[src/rtl/mux_share_arbiter.sv]
// mux_share_arbiter: round-robin owner of a shared 2:1 mux with bounded grants and a dead cycle per switch
module mux_share_arbiter #(
    parameter int MAX_HOLD = 8,
    parameter int CNT_W    = 8
) (
    input  logic             clk,
    input  logic             resetn,
    input  logic             req0,
    input  logic             req1,
    input  logic             d0,
    input  logic             d1,
    input  logic             last0,
    input  logic             last1,
    output logic             sel,
    output logic             gnt0,
    output logic             gnt1,
    output logic             m,
    output logic             m_valid,
    output logic [CNT_W-1:0] hold_cnt,
    output logic             busy
);
    typedef enum logic [1:0] {IDLE, GRANT0, GRANT1, GAP} state_t;
    state_t           state, state_nxt, arb;
    logic             ptr, ptr_nxt, sel_nxt, m_nxt, m_valid_nxt;
    logic [CNT_W-1:0] hold_nxt, cnt_inc;
    logic             own, granted, req_x, d_x, last_x, xfer, done, entering;
    assign own      = state == GRANT1;
    assign granted  = state == GRANT0 || state == GRANT1;
    assign req_x    = own ? req1 : req0;
    assign d_x      = own ? d1 : d0;
    assign last_x   = own ? last1 : last0;
    assign xfer     = granted & req_x;
    assign cnt_inc  = hold_cnt + CNT_W'(1);
    assign done     = granted & (~req_x | last_x | cnt_inc == CNT_W'(MAX_HOLD));
    assign arb      = req0 & (~req1 | ~ptr) ? GRANT0 : req1 ? GRANT1 : IDLE;
    assign entering = ~granted & arb != IDLE;
    assign gnt0     = state == GRANT0;
    assign gnt1     = state == GRANT1;
    assign busy     = state != IDLE;
    // state and every output-feeding register, cleared asynchronously
    always_ff @(posedge clk or negedge resetn) begin
        if (!resetn) begin
            state    <= IDLE;
            ptr      <= 1'b0;
            sel      <= 1'b0;
            m        <= 1'b0;
            m_valid  <= 1'b0;
            hold_cnt <= '0;
        end else begin
            state    <= state_nxt;
            ptr      <= ptr_nxt;
            sel      <= sel_nxt;
            m        <= m_nxt;
            m_valid  <= m_valid_nxt;
            hold_cnt <= hold_nxt;
        end
    end
    // IDLE and GAP arbitrate; a grant runs until drop, last or the hold limit, then takes one GAP cycle
    always_comb begin
        state_nxt = granted ? (done ? GAP : state) : arb;
    end
    // select moves only when a grant starts; counter restarts at grant start and grant end
    always_comb begin
        sel_nxt     = entering ? arb == GRANT1 : sel;
        hold_nxt    = entering | done ? '0 : xfer ? cnt_inc : hold_cnt;
        m_nxt       = xfer ? d_x : m;
        m_valid_nxt = xfer;
        ptr_nxt     = done ? ~own : ptr;
    end
endmodule
[config.mk]
export PLATFORM = sky130hd
export DESIGN_NAME = mux_share_arbiter
export DESIGN_NICKNAME = d
export VERILOG_FILES = /design/src/rtl/mux_share_arbiter.sv
export SDC_FILE = /design/constraint.sdc
export NUM_CORES = 1
export LEC_CHECK = 0
export ABC_AREA = 1
export BUFFER_PORTS_ARGS = -buffer_cell sky130_fd_sc_hd__buf_2
export CAP_MARGIN = 15
export CORE_AREA = 10 10 56 58
export CTS_CLUSTER_DIAMETER = 100
export CTS_CLUSTER_SIZE = 24
export DETAILED_ROUTE_END_ITERATION = 6
export DIE_AREA = 0 0 66 68
export GPL_ROUTABILITY_DRIVEN = 0
export GPL_TIMING_DRIVEN = 1
export PLACE_DENSITY = 0.67
export SETUP_SLACK_MARGIN = 0.1
export SLEW_MARGIN = 20
export SYNTH_ARGS = -nofsm -noshare
export SYNTH_HDL_FRONTEND = slang
export SYNTH_SLANG_ARGS = --single-unit
[constraint.sdc]
create_clock -name clk -period 2.05 [get_ports clk]
set_input_delay 0.5125 -clock clk [delete_from_list [all_inputs] [get_ports clk]]
set_output_delay 0.5125 -clock clk [all_outputs]
set_load 0.005 [all_outputs]
# Yosys cells after proc, flatten, opt, wreduce, memory -nomap -nowiden
# Index checks and enable logic that the tools add are counted.
dict set report op_classes {
  add_sub_neg 1
  n_mul 0
  div_mod_pow 0
  order_cmp 0
  n_eq_ne 5
  shifts 0
  muxes 9
  bitwise 13
  n_reduce_logical 4
}
# operator n
set ops {}
lappend ops {{$mux W8} 2}
lappend ops {{$add A8 B1 Y8 const B} 1}
lappend ops {{$eq A8 B4 Y1 const B} 1}
lappend ops {{$mux W2} 4}
lappend ops {{$reduce_bool A2 Y1} 3}
lappend ops {{$not A1 Y1} 5}
lappend ops {{$and A1 B1 Y1} 4}
lappend ops {{$eq A2 B2 Y1 const B} 2}
lappend ops {{$or A1 B1 Y1} 4}
lappend ops {{$mux W1} 3}
lappend ops {{$eq A2 B1 Y1 const B} 1}
lappend ops {{$ne A2 B1 Y1 const B} 1}
lappend ops {{$logic_or A1 B1 Y1} 1}
dict set report totals {
  register_bits 14
  latchBits 0
  ramBits 0
  mem_bits_ro 0
  input_bits 8
  out_inout_bits 14
  wordCells 38
  mem_count 0
}

# Longest topological paths before layout
# Gate-level depths: netlist of run 1.
dict set report logic_depth {
  depth_word 8
  mapped_depth 11
  mapped_depth_nobuf 11
}

# Worst setup path after synthesis of run 1
# Ideal clock, no wire load.
dict set report synth_path {
  kind {register -> register}
  from {register state[0]}
  to {register hold_cnt[3]}
  setup_time_ns 0.121
  arrival_time_ns 1.395
  required_ns 1.929
  path_slack_ns 0.535
  stages_incl_launch_ff 9
  n_path_buf 1
  period_less_slack_ns 1.515
  cell_sequence {dfrtp_1 > inv_1 > ha_1 > inv_1 > nor2_2 > buf_4 > nor2_1 > a31oi_1 > nor2_1}
}
dict set report synth_via {
  elab_cells_between_ends 15
  classes_between {eq/ne (2); mux (3); bitwise (8); reduce/logical (2)}
}
# item line
set synth_rtl {}
lappend synth_rtl {{from (decl)} 23} ;# state_t state, state_nxt, arb;
lappend synth_rtl {{from (signal assigned)} 50} ;# state <= state_nxt;
lappend synth_rtl {{$eq A2 B2 Y1 or $eq A2 B1 Y1 (tied branches)} {27, 28}}
lappend synth_rtl {{$mux W1 or $logic_or A1 B1 Y1 (tied branches)} {29, 28}}
lappend synth_rtl {{$and A1 B1 Y1 *} 32} ;# assign xfer = granted & req_x;
lappend synth_rtl {{net m_valid_nxt} 24} ;# logic ptr, ptr_nxt, sel_nxt, m_nxt, m_valid_nxt;
lappend synth_rtl {{$reduce_bool A2 Y1 (no line) *} n/a}
lappend synth_rtl {{to (signal assigned)} 55} ;# hold_cnt <= hold_nxt;
lappend synth_rtl {{to (decl)} 19} ;# output logic [CNT_W-1:0] hold_cnt,
# The timed path passes the listed nets; every way through them passes the cells marked *.
# A chain may end at the register's enable or synchronous reset.

# Worst setup path in the final report of run 1
dict set report layout_path {
  from {register state[0]}
  to {register hold_cnt[6]}
}
dict set report layout_via {
  elab_chain_len 8
  elab_cells_between_ends 15
  classes_between {eq/ne (2); mux (3); bitwise (8); reduce/logical (2)}
}
# item line
set layout_lines {}
lappend layout_lines {{$eq A2 B2 Y1} {27, 28}}
lappend layout_lines {{$mux W1} 29} ;# assign req_x = own ? req1 : req0;
lappend layout_lines {{$not A1 Y1} 34} ;# assign done = granted & (~req_x | last_x | cnt_inc == CNT_W'(MAX_HOLD));
lappend layout_lines {{$or A1 B1 Y1 (2 in a row)} 34}
lappend layout_lines {{$and A1 B1 Y1} 34}
lappend layout_lines {{$or A1 B1 Y1} 65} ;# hold_nxt = entering | done ? '0 : xfer ? cnt_inc : hold_cnt;
lappend layout_lines {{$mux W8 or $reduce_bool A2 Y1 (tied branches)} n/a}
# Several ways; a longest one is shown, not always the timed one.

==> impl_metrics.tcl, run 1 <==
set metrics [dict create \
    status "finished, final reports clean" \
    cp-start-kind "flop" \
    synth_edf_count 0 \
    crit_fanout 8 \
    crit_type "flop to flop" \
    ctsResizeCount 0 \
    yosysMostFrequentCell "nand2_1" \
    std_cell_rows 17 \
    synthCells 127 \
    grt_use_total 0.0937 \
    viasPerCell 4.72 \
    synth_area_leader_cell "dfrtp_1" \
    cp.required_ps 2250 \
    routedWlPerCell_microns 10.8 \
    start_util 0.422 \
    finalClockSkew_ps 5.80 \
    cts_hold_buf 0 \
    min_period_ps 1700 \
    grt_pass1_vias 844 \
    io_pins 22 \
    rsz0062_at_grt "no" \
    finalSetupTns_ps 0 \
    max-vdd-ir-drop_uv 679 \
    synth-main-ff-cell "dfrtp_1" \
    hold_viol_final 0 \
    overflow 0 \
    dieWidth_microns 66 \
    cts-buffers-inserted 3 \
    diodes 0 \
    synth_top_cells_by_area "dfrtp_1, nand2_1, inv_1" \
    yosys-top-cells-count "nand2_1, inv_1, nor2_1" \
    drt_iter0_markers 52 \
    final_nets 166 \
    endpoint_kind "flop" \
    synthArstFlopShare 1.00 \
    cts_max_level 1 \
    dp_slack_ps 336 \
    clock_sinks 14 \
    antenna_found_initial 0 \
    cts.clk_slew.worst_paths_ps 80 \
    grt_pass1_wl_mm 3.37 \
    synth_seq_area_share 0.394 \
    post-cts-setup-buffers 0 \
    hold_ws_ps 128 \
    synth_top_area_frac 0.394 \
    hold_class "input port to asynchronous set/reset pin" \
    drive_gt1_frac 0.205 \
    setup_slack_ps 350 \
    synth-seq-cells 14 \
    register_area_sq_um 350 \
    core_sq_mm 0.00211 \
    syn_area_sq_um 890 \
    max_freq_mhz 588 \
    vias 844 \
    leakagePower_nw 0.574 \
    maxSlewViolCount 0 \
    syn2layout_area_growth_pct 18.3 \
    worst_slew_pin_slew_ps 322 \
    portBuffers 21 \
    first_pass_iters 4 \
    syn_nets 140 \
    max_slew_margin 0.786 \
    setup_viol 0 \
    dp_hpwl_mm 1.62 \
    totalWireLength_mm 1.94 \
    cts_tree "built" \
    multi_input_area_sq_um 442 \
    yosysWarnings 0 \
    dieHeight_microns 68 \
    nFillCells 209 \
    drc_errors 0 \
    cts_root_buffer "clkbuf_4" \
    drtAntennaViolNets 0 \
    cap_violations 0 \
    grt_max_degree 15 \
    post-route-util 0.500 \
    clock_latency_ps 270 \
    dieArea_sq_mm 0.00449 \
    p_per_area_mw_per_mm2 1070 \
    timing.final.crit_share 0.829 \
    avgSynthCellArea_sq_um 7.00 \
    arrival_ps 1900 \
    synthDistinctLibCells 18 \
    cts_buffer_depth 2 \
]
-- routing by layer --
| layer | wire [microns] | vias to the layer above | track usage | share of wire |
|---|---|---|---|---|
| li1 | - | 441 | - | - |
| met5 | 0 | - | 0 | 0 |
| met1 | 873 | 388 | 0.0986 | 0.45 |
| met3 | 114 | 2 | 0.0326 | 0.059 |
| met4 | 13 | 0 | 0.0393 | 0.0067 |
| met2 | 940 | 13 | 0.168 | 0.48 |
-- worst max-delay path, stage by stage (launching register included) --
cell,delay [ps]
dfrtp_1,370
inv_1,70
ha_1,400
inv_1,80
nor2_2,250
buf_4,200
nand2_1,50
o21ai_0,80
inv_1,60
nor2_1,100
-- sequential cells by signal, indices dropped and copies added, names as in the netlist --
name and flops:
hold_cnt 8, state 2, m 1, m_valid 1, ptr 1, sel 1
-- power breakdown --
group	switching (mW)	internal (mW)	total, mW
Combinational	0.372	0.219	0.591
Clock	0.0774	0.0678	0.145
Sequential	0.0412	0.346	0.388
Total	0.490	0.633	1.12
-- placed cells by master (no fill, tap or decap) --
| master | Yosys | final |
|---|---|---|
| nand2_1 | 32 | 32 |
| inv_1 | 24 | 24 |
| buf_2 | 0 | 21 |
| nor2_1 | 20 | 20 |
| dfrtp_1 | 14 | 14 |
| nand3_1 | 9 | 9 |
| ha_1 | 5 | 5 |
| nor2_2 | 4 | 4 |
| o21ai_0 | 4 | 4 |
| a21oi_1 | 3 | 3 |
| clkbuf_4 | 0 | 3 |
| o21ai_1 | 2 | 2 |
| o21bai_1 | 2 | 2 |
| a31oi_1 | 2 | 2 |
| nand4_1 | 1 | 1 |
| nand2_2 | 1 | 1 |
| nand2_4 | 1 | 1 |
| xor2_1 | 1 | 1 |
| a22o_1 | 1 | 1 |
| buf_4 | 1 | 1 |
-- final timing paths --
path	from	endpoint	slack [ps]	cells after the start
setup / recovery	state[0]	hold_cnt[6]	350	9
hold / removal	resetn	hold_cnt[3]	130	1
setup reg to reg	state[0]	hold_cnt[6]	350	9
hold reg to reg	ptr	ptr	480	2
max in group asynchronous	resetn	hold_cnt[2]	1680	1
min in group clk	ptr	ptr	480	2
-- logic make-up (layout without fill, tap and decap cells) --
family          count (synthesis)  after routing  synth area share
buf+inv                        25             49             0.110
xor+xnor                        1              1           0.00985
flops                          14             14             0.394
fa+ha+maj                       5              5            0.0703
simple gates                   68             68             0.325
compound gates                 14             14            0.0914
-- cell type report --
cell class | count | area share
timing repair buffer | 22 | 0.107
tap | 28 | 0.0333
multi-input combinational | 88 | 0.420
clock buffer | 3 | 0.0214
sequential | 14 | 0.333
inverter | 24 | 0.0856
-- stage by stage --
step / std cells / area, sq um / total power, mW
after floorplan: 127 / 890 / 0.831
final: 179 / 1050 / 1.12
after detailed placement: 176 / 1030 / 0.997
after global placement: 176 / 1030 / 0.990
after CTS: 179 / 1050 / 1.15
after global routing: 179 / 1050 / 1.25
(Power assumes the default switching activity.)
==> run 2: changes to the inputs <==
Settings changed: PLACE_DENSITY 0.67 to 0.69.
Clock period 2.05 ns to 1.4 ns, I/O delays scaled along.
==> run 2 against run 1 <==
Against the previous run: the run now ends with setup timing left; clock skew fell by 4.3 ps; non-clock buffer count rose by 20; largest power group unchanged; register-to-register slack got worse by 530 ps; routed wire length rose by 28%; first-iteration DRC count rose by 5.8%; highest routed layer unchanged; combinational power rose to 2.9 times the previous value; global-route usage rose by 1.2 points; fmax rose by 7.6%; critical path type unchanged; clock power rose by 97%; critical path depth rose by 1; via count rose by 13%.
==> impl_metrics.tcl, run 2 (synthesized netlist as in run 1, its figures left out) <==
set metrics [dict create \
    placedInstanceArea_sq_mm 0.00118 \
    holdPathStages 3 \
    cts-buffers-inserted 3 \
    routedWlPerCell_microns 12.4 \
    vias 957 \
    cts_buffer_depth 2 \
    drive_gt1_frac 0.517 \
    max-vdd-ir-drop_uv 1180 \
    violations "setup timing" \
    rsz0062_at_grt "yes" \
    dp_hpwl_mm 1.80 \
    cp_top_family "simple AND/OR/NAND/NOR gates" \
    crit_type "flop to flop" \
    cts_max_level 1 \
    reg2regPathDepth 10 \
    timing.final.crit_share 1.13 \
    cts.clk_slew.worst_paths_ps 80 \
    fin_cells 200 \
    hold_viol_final 0 \
    std_cell_rows 17 \
    start_util 0.422 \
    diodes 0 \
    dp_cells 189 \
    drt_iter0_markers 55 \
    p_per_area_mw_per_mm2 1710 \
    cp_common_cell "nand2_4" \
    final_cell_mix "nand2_1, inv_1, buf_2, nor2_1, dfrtp_1" \
    finalPower_mw 2.57 \
    cp.required_ps 1570 \
    worst_slew_pin_slew_ps 312 \
    largest_reg_flops 8 \
    final_common_cell "nand2_1" \
    setup_slack_ps -180 \
    ff2ff_setup_slack_ps -180 \
    regMostFlops "hold_cnt" \
    holdPathEnd "m" \
    drc_errors 0 \
    hp-start "d0" \
    first_pass_iters 6 \
    core_sq_mm 0.00211 \
    leakagePower_nw 0.725 \
    setup_viol 15 \
    reg2reg_to "hold_cnt[3]" \
    status "finished with violations" \
    hold_class "input port to flop" \
    overflow 0 \
    arrival_ps 1750 \
    max_freq_mhz 633 \
    cts_root_buffer "clkbuf_4" \
    viasPerCell 4.79 \
    io_pins 22 \
    syn2layout_area_growth_pct 68.8 \
    clock_sinks 14 \
    final_area_sq_mm 0.00150 \
    maxSlewViolCount 0 \
    critPathMaxStageDelay_ps 420 \
    post-route-util 0.713 \
    clock_latency_ps 270 \
    min_period_ps 1580 \
    reg_top3 "hold_cnt x8, state x2" \
    crit_fanout 8 \
    portBuffers 21 \
    endpoint_kind "flop" \
    antenna_found_initial 0 \
    finalSetupTns_ps -2050 \
    finalClockSkew_ps 1.45 \
    dieArea_sq_mm 0.00449 \
    cpMaxStageDelayCell "dfrtp_1" \
    hold_ws_ps 327 \
    drtAntennaViolNets 0 \
    totalWireLength_mm 2.48 \
    critPathBufInv 0 \
    path_cells "ha_4, nand3_2, o21bai_1, nand2_2, nor2_4, nand3_4, nand2_4, nand2_4, nand2_8, nor2_1" \
    cts_tree "built" \
    cap_violations 0 \
    dieWidth_microns 66 \
    dieHeight_microns 68 \
    grt_pass1_vias 916 \
    final_nets 186 \
    grt_use_total 0.105 \
    cp-start-kind "flop" \
    grt_max_degree 15 \
    grt_pass1_wl_mm 3.82 \
    max_slew_margin 0.792 \
    r2r_start "hold_cnt[1]" \
    dp_slack_ps -166 \
    nFillCells 166 \
]
-- run 2: changes by cell type in the layout (fill, tap and decap cells not counted), sizes merged --
cell         previous run  this run
buf                    22        41
clkbuf                  3         4
dlygate4sd3             0         1
-- run 2: how the worst max path moves through the flow --
stage                     start  slack [ps]  cells past startpoint          end
floorplan           hold_cnt[1]         -50                     10  hold_cnt[3]
global placement       state[1]         -90                      8  hold_cnt[3]
detailed placement  hold_cnt[0]        -170                     11  hold_cnt[5]
CTS                 hold_cnt[0]        -170                     11  hold_cnt[5]
global route        hold_cnt[0]        -250                     11  hold_cnt[4]
finish              hold_cnt[1]        -180                     10  hold_cnt[3]
-- run 2: repair_timing --
item | in CTS | in global routing
cloned | 0 | 0
setup buffers | 2 | 4
endpoints found under the setup margin | 16 | 18
pin swaps | 0 | 17
hold endpoints to repair | 14 | 0
gates resized for setup | 14 | 45
hold buffers | 1 | 0
-- run 2: routing by layer --
metal / part of all wire / wire length [microns] / GRT usage / vias to the layer above
met5: 0 / 0 / 0 / -
li1: - / - / - / 484
met2: 0.53 / 1320 / 0.202 / 25
met4: 0.021 / 52 / 0.0393 / 0
met3: 0.048 / 120 / 0.0245 / 6
met1: 0.40 / 984 / 0.110 / 442
-- run 2: final cells by class --
type	instances	area [sq um]	share of cell area
flip-flops and latches	14	352	0.234
repair buffers	42	329	0.219
inverters	24	90.1	0.0600
multi-input cells	88	659	0.439
well taps	28	35.0	0.0233
clock buffers	4	36.3	0.0242
-- run 2: where the power goes --
part           internal, mW  switching, mW
combinational         0.825          0.887
sequential            0.507         0.0693
clock                 0.158          0.127
total                  1.49           1.08
-- run 2: tightest hold or removal path, delay by kind of cell --
kind            cells  cell delay [ps]
buf+inv             1               90
compound gates      1               70
simple gates        1               50
